===== src/rtl/seq_ctrl_pkg.sv =====
// -----------------------------------------------------------------------------
// seq_ctrl_pkg
// Shared definitions for the multi-cycle instruction sequencer: the sequencer
// state encoding, the cycle-counter ceiling and a saturating increment helper.
// -----------------------------------------------------------------------------
package seq_ctrl_pkg;

  typedef enum logic [2:0] {
    IDLE     = 3'd0,
    FETCH    = 3'd1,
    EXEC     = 3'd2,
    MEM_WAIT = 3'd3,
    DONE     = 3'd4
  } seq_state;

  localparam logic [15:0] kCycleMax = 16'hFFFF;

  // Increment that sticks at kCycleMax instead of wrapping.
  function automatic logic [15:0] sat_inc16(input logic [15:0] v);
    if (v == kCycleMax) begin
      return v;
    end else begin
      return v + 16'd1;
    end
  endfunction

endpackage


===== src/rtl/seq_ctrl_pc_unit.sv =====
// -----------------------------------------------------------------------------
// seq_ctrl_pc_unit (pc_unit)
// Holds the program counter and computes its next value: clear to zero,
// increment, or add a sign-extended relative offset. All arithmetic wraps
// modulo 2^PC_W.
// Ports:
//   clk_i, rst_ni  clock, asynchronous active-low reset
//   clr_i          load PC with 0 (program start)
//   adv_i          advance the PC this cycle
//   br_i           when advancing, add ofs_i instead of 1
//   ofs_i          signed PC-relative offset
//   pc_o           current PC
// -----------------------------------------------------------------------------
module seq_ctrl_pc_unit #(
  parameter int PC_W  = 10,
  parameter int OFS_W = 8
) (
  input  logic             clk_i,
  input  logic             rst_ni,
  input  logic             clr_i,
  input  logic             adv_i,
  input  logic             br_i,
  input  logic [OFS_W-1:0] ofs_i,
  output logic [PC_W-1:0]  pc_o
);

  logic [PC_W-1:0] pc_q;
  logic [PC_W-1:0] pc_d;
  logic [PC_W-1:0] ofs_ext;

  // Sign extension; negative offsets wrap naturally in the PC_W-bit add.
  assign ofs_ext = {{(PC_W-OFS_W){ofs_i[OFS_W-1]}}, ofs_i};

  // Next-PC selection.
  always_comb begin
    pc_d = pc_q;
    if (clr_i) begin
      pc_d = '0;
    end else if (adv_i) begin
      if (br_i) begin
        pc_d = pc_q + ofs_ext;
      end else begin
        pc_d = pc_q + PC_W'(1);
      end
    end else begin
      pc_d = pc_q;
    end
  end

  // PC register.
  always_ff @(posedge clk_i or negedge rst_ni) begin
    if (!rst_ni) begin
      pc_q <= '0;
    end else begin
      pc_q <= pc_d;
    end
  end

  assign pc_o = pc_q;

endmodule


===== src/rtl/seq_ctrl.sv =====
// -----------------------------------------------------------------------------
// seq_ctrl
// Multi-cycle instruction sequencer. Steps each instruction through FETCH and
// EXEC, plus a MEM_WAIT handshake for loads/stores, and turns the level-valued
// decode signals into single-cycle commit strobes.
// Ports:
//   Clk, Reset_n        clock, asynchronous active-low reset
//   Start               begin a program at PC 0 (only from IDLE or DONE)
//   RegWrite, MemWrite, LdStSel, BranchRel, Halt   decode of current instr
//   BranchTaken, BranchOfs                         branch condition/offset
//   MemAck              data memory completed the request
//   PC                  instruction ROM address
//   InstrValid          high in EXEC
//   RegWriteEn          register file write strobe
//   MemWriteEn, MemReq  data memory write enable / request
//   Done, Error         program finished / sticky memory timeout
//   CycleCount          busy cycles since Start, saturating
// -----------------------------------------------------------------------------
module seq_ctrl
  import seq_ctrl_pkg::*;
#(
  parameter int PC_W    = 10,
  parameter int OFS_W   = 8,
  parameter int TIMEOUT = 15
) (
  input  logic             Clk,
  input  logic             Reset_n,
  input  logic             Start,
  input  logic             RegWrite,
  input  logic             MemWrite,
  input  logic             LdStSel,
  input  logic             BranchRel,
  input  logic             Halt,
  input  logic             BranchTaken,
  input  logic [OFS_W-1:0] BranchOfs,
  input  logic             MemAck,
  output logic [PC_W-1:0]  PC,
  output logic             InstrValid,
  output logic             RegWriteEn,
  output logic             MemWriteEn,
  output logic             MemReq,
  output logic             Done,
  output logic             Error,
  output logic [15:0]      CycleCount
);

  localparam int WAIT_W = (TIMEOUT < 2) ? 1 : $clog2(TIMEOUT + 1);
  // Value the wait counter holds in the last permitted MEM_WAIT cycle.
  localparam logic [WAIT_W-1:0] kWaitLast = WAIT_W'(TIMEOUT - 1);

  seq_state          state_q, state_d;
  logic [WAIT_W-1:0] wait_q, wait_d;
  logic [15:0]       cyc_q, cyc_d;
  logic              err_q, err_d;

  logic pc_clr_s, pc_adv_s, pc_br_s, cyc_clr_s;
  logic iv_s, rwe_s, mwe_s, mreq_s;
  logic mem_op_s;

  assign mem_op_s = MemWrite | (LdStSel & RegWrite);

  // Next-state and combinational output decode.
  always_comb begin
    state_d   = state_q;
    wait_d    = wait_q;
    err_d     = err_q;
    pc_clr_s  = 1'b0;
    pc_adv_s  = 1'b0;
    pc_br_s   = 1'b0;
    cyc_clr_s = 1'b0;
    iv_s      = 1'b0;
    rwe_s     = 1'b0;
    mwe_s     = 1'b0;
    mreq_s    = 1'b0;
    case (state_q)
      IDLE, DONE: begin
        if (Start) begin
          pc_clr_s  = 1'b1;
          cyc_clr_s = 1'b1;
          err_d     = 1'b0;
          state_d   = FETCH;
        end else begin
          state_d = state_q;
        end
      end
      FETCH: begin
        state_d = EXEC;
      end
      EXEC: begin
        iv_s = 1'b1;
        if (Halt) begin
          state_d = DONE;
        end else if (mem_op_s) begin
          wait_d  = '0;
          state_d = MEM_WAIT;
        end else begin
          rwe_s    = RegWrite;
          pc_adv_s = 1'b1;
          pc_br_s  = BranchRel & BranchTaken;
          state_d  = FETCH;
        end
      end
      MEM_WAIT: begin
        mreq_s = 1'b1;
        mwe_s  = MemWrite;
        // An ack in the final permitted cycle still wins over the timeout.
        if (MemAck) begin
          rwe_s    = LdStSel;
          pc_adv_s = 1'b1;
          state_d  = FETCH;
        end else if (wait_q == kWaitLast) begin
          err_d   = 1'b1;
          state_d = DONE;
        end else begin
          wait_d = wait_q + WAIT_W'(1);
        end
      end
      default: begin
        state_d = IDLE;
      end
    endcase
  end

  // Cycle counter next value: counts only busy states.
  always_comb begin
    cyc_d = cyc_q;
    if (cyc_clr_s) begin
      cyc_d = '0;
    end else if ((state_q == FETCH) || (state_q == EXEC) || (state_q == MEM_WAIT)) begin
      cyc_d = sat_inc16(cyc_q);
    end else begin
      cyc_d = cyc_q;
    end
  end

  // State, wait counter, cycle counter and error flag registers.
  always_ff @(posedge Clk or negedge Reset_n) begin
    if (!Reset_n) begin
      state_q <= IDLE;
      wait_q  <= '0;
      cyc_q   <= '0;
      err_q   <= 1'b0;
    end else begin
      state_q <= state_d;
      wait_q  <= wait_d;
      cyc_q   <= cyc_d;
      err_q   <= err_d;
    end
  end

  seq_ctrl_pc_unit #(
    .PC_W  (PC_W),
    .OFS_W (OFS_W)
  ) u_pc_unit (
    .clk_i  (Clk),
    .rst_ni (Reset_n),
    .clr_i  (pc_clr_s),
    .adv_i  (pc_adv_s),
    .br_i   (pc_br_s),
    .ofs_i  (BranchOfs),
    .pc_o   (PC)
  );

  assign InstrValid = iv_s;
  assign RegWriteEn = rwe_s;
  assign MemWriteEn = mwe_s;
  assign MemReq     = mreq_s;
  assign Done       = (state_q == DONE);
  assign Error      = err_q;
  assign CycleCount = cyc_q;

endmodule


===== config.mk =====
export PLATFORM = sky130hd
export DESIGN_NAME = seq_ctrl
export DESIGN_NICKNAME = d
export VERILOG_FILES = /design/src/rtl/seq_ctrl_pkg.sv /design/src/rtl/seq_ctrl_pc_unit.sv /design/src/rtl/seq_ctrl.sv
export SDC_FILE = /design/constraint.sdc
export NUM_CORES = 1
export LEC_CHECK = 0
export CORE_MARGIN = 2
export CORE_UTILIZATION = 40
export CTS_CLUSTER_DIAMETER = 80
export DETAILED_ROUTE_END_ITERATION = 12
export PLACE_DENSITY = 0.75
export REMOVE_ABC_BUFFERS = 1
export SYNTH_ARGS = -nofsm -noshare
export SYNTH_HDL_FRONTEND = slang
export SYNTH_SLANG_ARGS = --single-unit

===== constraint.sdc =====
create_clock -name Clk -period 4.5 [get_ports Clk]
set_clock_uncertainty 0.2 [all_clocks]
set_input_delay 0.45 -clock Clk [delete_from_list [all_inputs] [get_ports Clk]]
set_output_delay 0.45 -clock Clk [all_outputs]
set_load 0.005 [all_outputs]

After elaboration in Yosys (flattened, before gate mapping)
Index checks and enable logic that the tools add are counted.
- word-level logic and storage cells: 75
- output and inout bits: 32
- bits in registers: 34
- reductions and logical operators: 12
- mux-type cells: 37
- bitwise logic cells: 3
- eq/ne operators: 14
- add/subtract/negate cells: 4
- operators by type and width (operator ; count):
    $mux W16 ; 3
    $mux W10 ; 3
    $mux W1 ; 17
    $add A16 B1 Y16 const B ; 1
    $eq A16 B16 Y1 const B ; 1
    $mux W4 ; 4
    $ne A2 B2 Y1 const B ; 7
    $mux W3 ; 4
    $pmux W3 S4 ; 1
    $add A10 B1 Y10 const B ; 1
    $add A10 B10 Y10 ; 1
    $pmux W4 S2 ; 1
    $reduce_bool A2 Y1 ; 4
    $eq A3 B2 Y1 const B ; 2
    $pmux W1 S2 ; 3
    $reduce_and A5 Y1 ; 1
    $add A4 B1 Y4 const B ; 1
    $eq A4 B4 Y1 const B ; 1
    $reduce_and A2 Y1 ; 2
    $reduce_and A4 Y1 ; 1
    $eq A3 B1 Y1 const B ; 1
    $eq A3 B3 Y1 const B ; 1
    $logic_not A3 Y1 ; 1
    $ne A3 B3 Y1 const B ; 1
    other kinds (5) ; 7

Depth between registers and ports, before layout
- word-level depth: 8
- mapped depth: 13
- gate-level depth less buffers: 12

Cells and area by module
From an unflattened synthesis, not the netlist that was laid out.
- cell total of the unflattened synthesis: 259
- area total of the unflattened synthesis: 2378.5 µm²
- modules (own cells, without submodules) (module ; seq. area each (µm²) ; instances ; area an instance (µm²) ; cells each):
    seq_ctrl ; 600.6 ; 1 ; 1418.9 ; 151
    seq_ctrl_pc_unit ; 250.2 ; 1 ; 959.7 ; 108

Worst setup path before layout
OpenSTA, ideal clock, no wires.
- path type: reg-to-reg
- from: register state_q[0]
- to: register u_pc_unit.pc_q[9] (netlist: u_pc_unit.pc_o[9])
- cell stages (with the launch flop): 13
- path buffers: 1
- path slack: 1.634 ns
- data required time: 4.221 ns
- arrival: 2.586 ns
- period minus slack after synthesis: 2.866 ns
- library setup time: 0.079 ns
- cell sequence: dfrtp_1 -> nor4b_4 -> and4_1 -> buf_4 -> nand2_1 -> inv_1 -> ha_1 -> a21oi_1 -> nor2b_1 -> a311o_1 -> a21oi_1 -> mux2i_1 -> mux2i_1
- longest elaborated chain between the ends: 5
- ends and longest elaborated chain (element ; RTL line ; text):
    start: declaration ; seq_ctrl.sv:51 ; seq_state state_q, state_d;
    start signal: assignment ; seq_ctrl.sv:144 ; state_q <= state_d;
    $eq A3 B2 Y1 ; seq_ctrl.sv:75 ; case (state_q)
    $mux W1 ; seq_ctrl.sv:75 ;
    $mux W10 ; seq_ctrl_pc_unit.sv:40 ; if (br_i) begin
    $mux W10 ; seq_ctrl_pc_unit.sv:39 ; end else if (adv_i) begin
    $mux W10 ; seq_ctrl_pc_unit.sv:37 ; if (clr_i) begin
    end signal: assignment ; seq_ctrl_pc_unit.sv:55 ; pc_q <= pc_d;
    end: declaration ; seq_ctrl_pc_unit.sv:27 ; logic [PC_W-1:0] pc_q;
Parallel ways exist; a longest one is shown, timed or not. The select of a mux whose other input is x is not followed.
A chain may end at the register's enable or synchronous reset.

Worst setup path after layout
- from: input Halt
- to: register u_pc_unit.pc_q[9] (netlist: u_pc_unit.pc_o[9])
- longest elaborated chain between the ends: 5
- ends and longest elaborated chain (element ; RTL line ; text):
    start: declaration ; seq_ctrl.sv:33 ; input logic Halt,
    $mux W1 ; seq_ctrl.sv:91 ; if (Halt) begin
    $mux W1 ; seq_ctrl.sv:75 ;
    $mux W10 ; seq_ctrl_pc_unit.sv:40 ;
    $mux W10 ; seq_ctrl_pc_unit.sv:39 ;
    $mux W10 ; seq_ctrl_pc_unit.sv:37 ;
Parallel ways exist; a longest one is shown, timed or not. The select of a mux whose other input is x is not followed.

==> impl_metrics.py <==
metrics = {
    "power": {
        "p_per_area_nw_per_um2": 406,
        "ir_worst_vdd_uv": 283,
        "p_leak_nw": 1.24,
        "fin_total_pwr_mw": 1.14,
    },
    "die": {
        "dieArea_um2": 5900,
        "io_pins": 50,
        "die_w_um": 76.8,
        "num_rows": 26,
        "dieHeight_um": 76.8,
        "core_um2": 5110,
        "initial_core_util_pct": 41.5,
    },
    "clocking": {
        "cts-buffers-inserted": 5,
        "cts_buffer_depth": 2,
        "path_clk_slew_ps": 70,
        "cts_sinks": 34,
        "postCtsHoldBufs": 0,
        "cts_htree_levels": 2,
        "clkLatencyLatePin_ps": 290,
        "cts_setup_buffers": 0,
        "cts_tree": "built",
        "cts-resized-gates": 0,
        "cts_root_buf": "clkbuf_8",
    },
    "setup_path": {
        "cp_max_fo": 8,
        "reg2reg_depth": 11,
        "r2r-start": "state_q[0]$_DFFE_PN0P_",
        "startpoint_type": "primary input",
        "endpoint_kind": "register",
        "cp.arrival_ps": 3320,
        "path_class": "primary input to register",
        "r2r_setup_slack_ps": 1330,
        "cp.required_ps": 4510,
        "r2r_end": "u_pc_unit.pc_o[9]$_DFFE_PN0P_",
    },
    "synthesis": {
        "netlist_instances": 225,
        "synthArstFlopShare_pct": 100,
        "ys_seq_area_share_pct": 40.1,
        "synth_top_flop_cell": "dfrtp_1",
        "postSynthAreaPerCell_um2": 9.42,
        "synth_edf_count": 0,
        "yosys_warnings": 0,
        "synth_seq_cells": 34,
        "synth.distinct_cells": 46,
        "netlist_area_um2": 2120,
    },
    "timing": {
        "fin_tns_setup_ps": 0,
        "period_share_pct": 73.5,
        "slew_headroom_pct": 70.1,
        "final_max_slew_viol_count": 0,
        "fmax_mhz": 303,
        "worst_slack_ps": 1190,
        "tightest_slew_ps": 449,
        "rsz0062_at_grt": "false",
        "finalSetupViolations": 0,
        "timing.final.crit_period_ps": 3310,
        "hold_slack_ps": 310,
        "finalHoldViolations": 0,
    },
    "global_routing": {
        "grt.overflow.total": 0,
        "grt_pass1_vias": 1797,
        "grt_usage_pct": 17.4,
        "antenna_found_initial": 0,
        "grt_pass1_wl_mm": 8.30,
        "grt_max_degree": 35,
    },
    "min_path": {
        "hold_path_class": "register to register",
        "whs_endpoint": "Error$_DFFE_PN0P_",
        "hold_start": "Error$_DFFE_PN0P_",
        "holdPathStages": 2,
    },
    "layout": {
        "drive_gt1_share_pct": 6.45,
        "syn_to_final_growth_pct": 32.1,
        "stdcell_count": 349,
        "nFillCells": 484,
        "antennaDiodeCount": 0,
        "nNetsFinal": 310,
    },
    "outcome": {
        "outcome": "finished clean",
    },
    "detailed_routing": {
        "vias_per_cell": 5.11,
        "antenna_left": 0,
        "drtIter0Drc": 37,
        "drc": 0,
        "dr.pass1.iters": 4,
        "routed-via-count": 1785,
        "finalWirelength_mm": 4.77,
        "wl_per_cell_um": 13.7,
    },
    "placement": {
        "dp_slack_ps": 869,
        "dp_cells": 342,
        "io_buffer_count": 49,
        "place.gp.congestion": 0.789,
        "dp_hpwl_mm": 3.44,
    },
    "flow_run": {
        "max_cap_viol_count": 0,
    },
}
## layer usage
layer  GRT usage, %  share of wire (%)
met5              0                  0
met4           5.45               0.84
met3           4.00                4.8
met2           28.9                 48
met1           22.4                 46
## state kept, by name, indices dropped and copies added, names as in the netlist
name	count
state_q	3
wait_q	4
CycleCount	16
Error	1
u_pc_unit.pc_o	10
## report_power, final
group          internal (mW)  switching, mW  total [mW]
registers              0.360         0.0715       0.432
logic                  0.210          0.203       0.414
clock network          0.177          0.115       0.292
## cells in the final DEF (no fill, tap or decap), drive strengths merged, types with 5 or more instances in the layout
cell type and count:
nand4 5, nor2 27, o21ai 9, o31ai 6
ha 12, nand2 26, dfrtp 34, inv 8
nor2b 6, nand3 12, a21oi 8, clkdlybuf4s50 49
xor2 16, and2 10, clkbuf 6
## cell type report
type	instances	area, um2	area share (%)
Clock buffer	6	82.6	2.95
Clock inverter	1	30.0	1.07
Inverter	8	30.0	1.07
Multi-Input combinational cell	179	1210	43.3
Sequential cell	34	851	30.4
Tap cell	70	87.6	3.13
Timing Repair Buffer	51	505	18.1
## critical path: stages
cell and delay, ps:
clkdlybuf4s50_1 490, nor4b_4 350, and4_1 400, nand2_1 140, inv_1 70, ha_1 210
a21oi_1 140, nor2b_1 70, a311o_1 390, a21oi_1 170, mux2i_1 230, mux2i_1 200
## worst max-delay path by stage
stage                                                to  cells past startpoint  slack (ps)              startpoint
after global routing      u_pc_unit.pc_o[6]$_DFFE_PN0P_                     13         930                    Halt
after CTS                 u_pc_unit.pc_o[9]$_DFFE_PN0P_                     12        1170                    Halt
after detailed placement  u_pc_unit.pc_o[9]$_DFFE_PN0P_                     12         870                    Halt
after global placement    u_pc_unit.pc_o[9]$_DFFE_PN0P_                     12         950                    Halt
final                     u_pc_unit.pc_o[9]$_DFFE_PN0P_                     12        1190                    Halt
after floorplan           u_pc_unit.pc_o[9]$_DFFE_PN0P_                     11        1630  state_q[0]$_DFFE_PN0P_
## logic make-up (layout without fill, tap and decap cells)
| kind of cell | after synthesis | in the layout | share of synthesized area, % |
|---|---|---|---|
| adder cells (fa/ha/maj) | 13 | 13 | 8.03 |
| AND/OR/NAND/NOR | 102 | 102 | 25.5 |
| buffers and inverters | 12 | 66 | 2.66 |
| AO/OA/AOI/OAI | 40 | 40 | 13.5 |
| multiplexers | 4 | 4 | 1.89 |
| XOR/XNOR | 20 | 20 | 8.26 |
| flip-flops | 34 | 34 | 40.1 |
## through the flow
stage	utilization (%)	area (um2)
finish	54.8	2800
global route	54.8	2800
CTS	54.8	2800
detailed placement	52.6	2690
global placement	52.6	2690
floorplan	-	2090
## synth_stat cells (all sizes together) (2+ instances only)
cell type	instances	area, um2
a21oi	8	40.0
a22o	3	27.5
a31oi	3	33.8
and2	10	65.1
and3	3	18.8
buf	2	18.8
clkbuf	2	7.51
dfrtp	34	851
ha	12	150
inv	8	30.0
mux2i	4	40.0
nand2	26	97.6
nand2b	4	25.0
nand3	12	60.1
nand4	5	31.3
nor2	27	109
nor2b	6	37.5
nor3	2	10.0
nor3b	2	15.0
o21ai	9	45.0
o31ai	6	45.0
xnor2	4	35.0
xor2	16	140
Power figures use the tool's default switching activity.
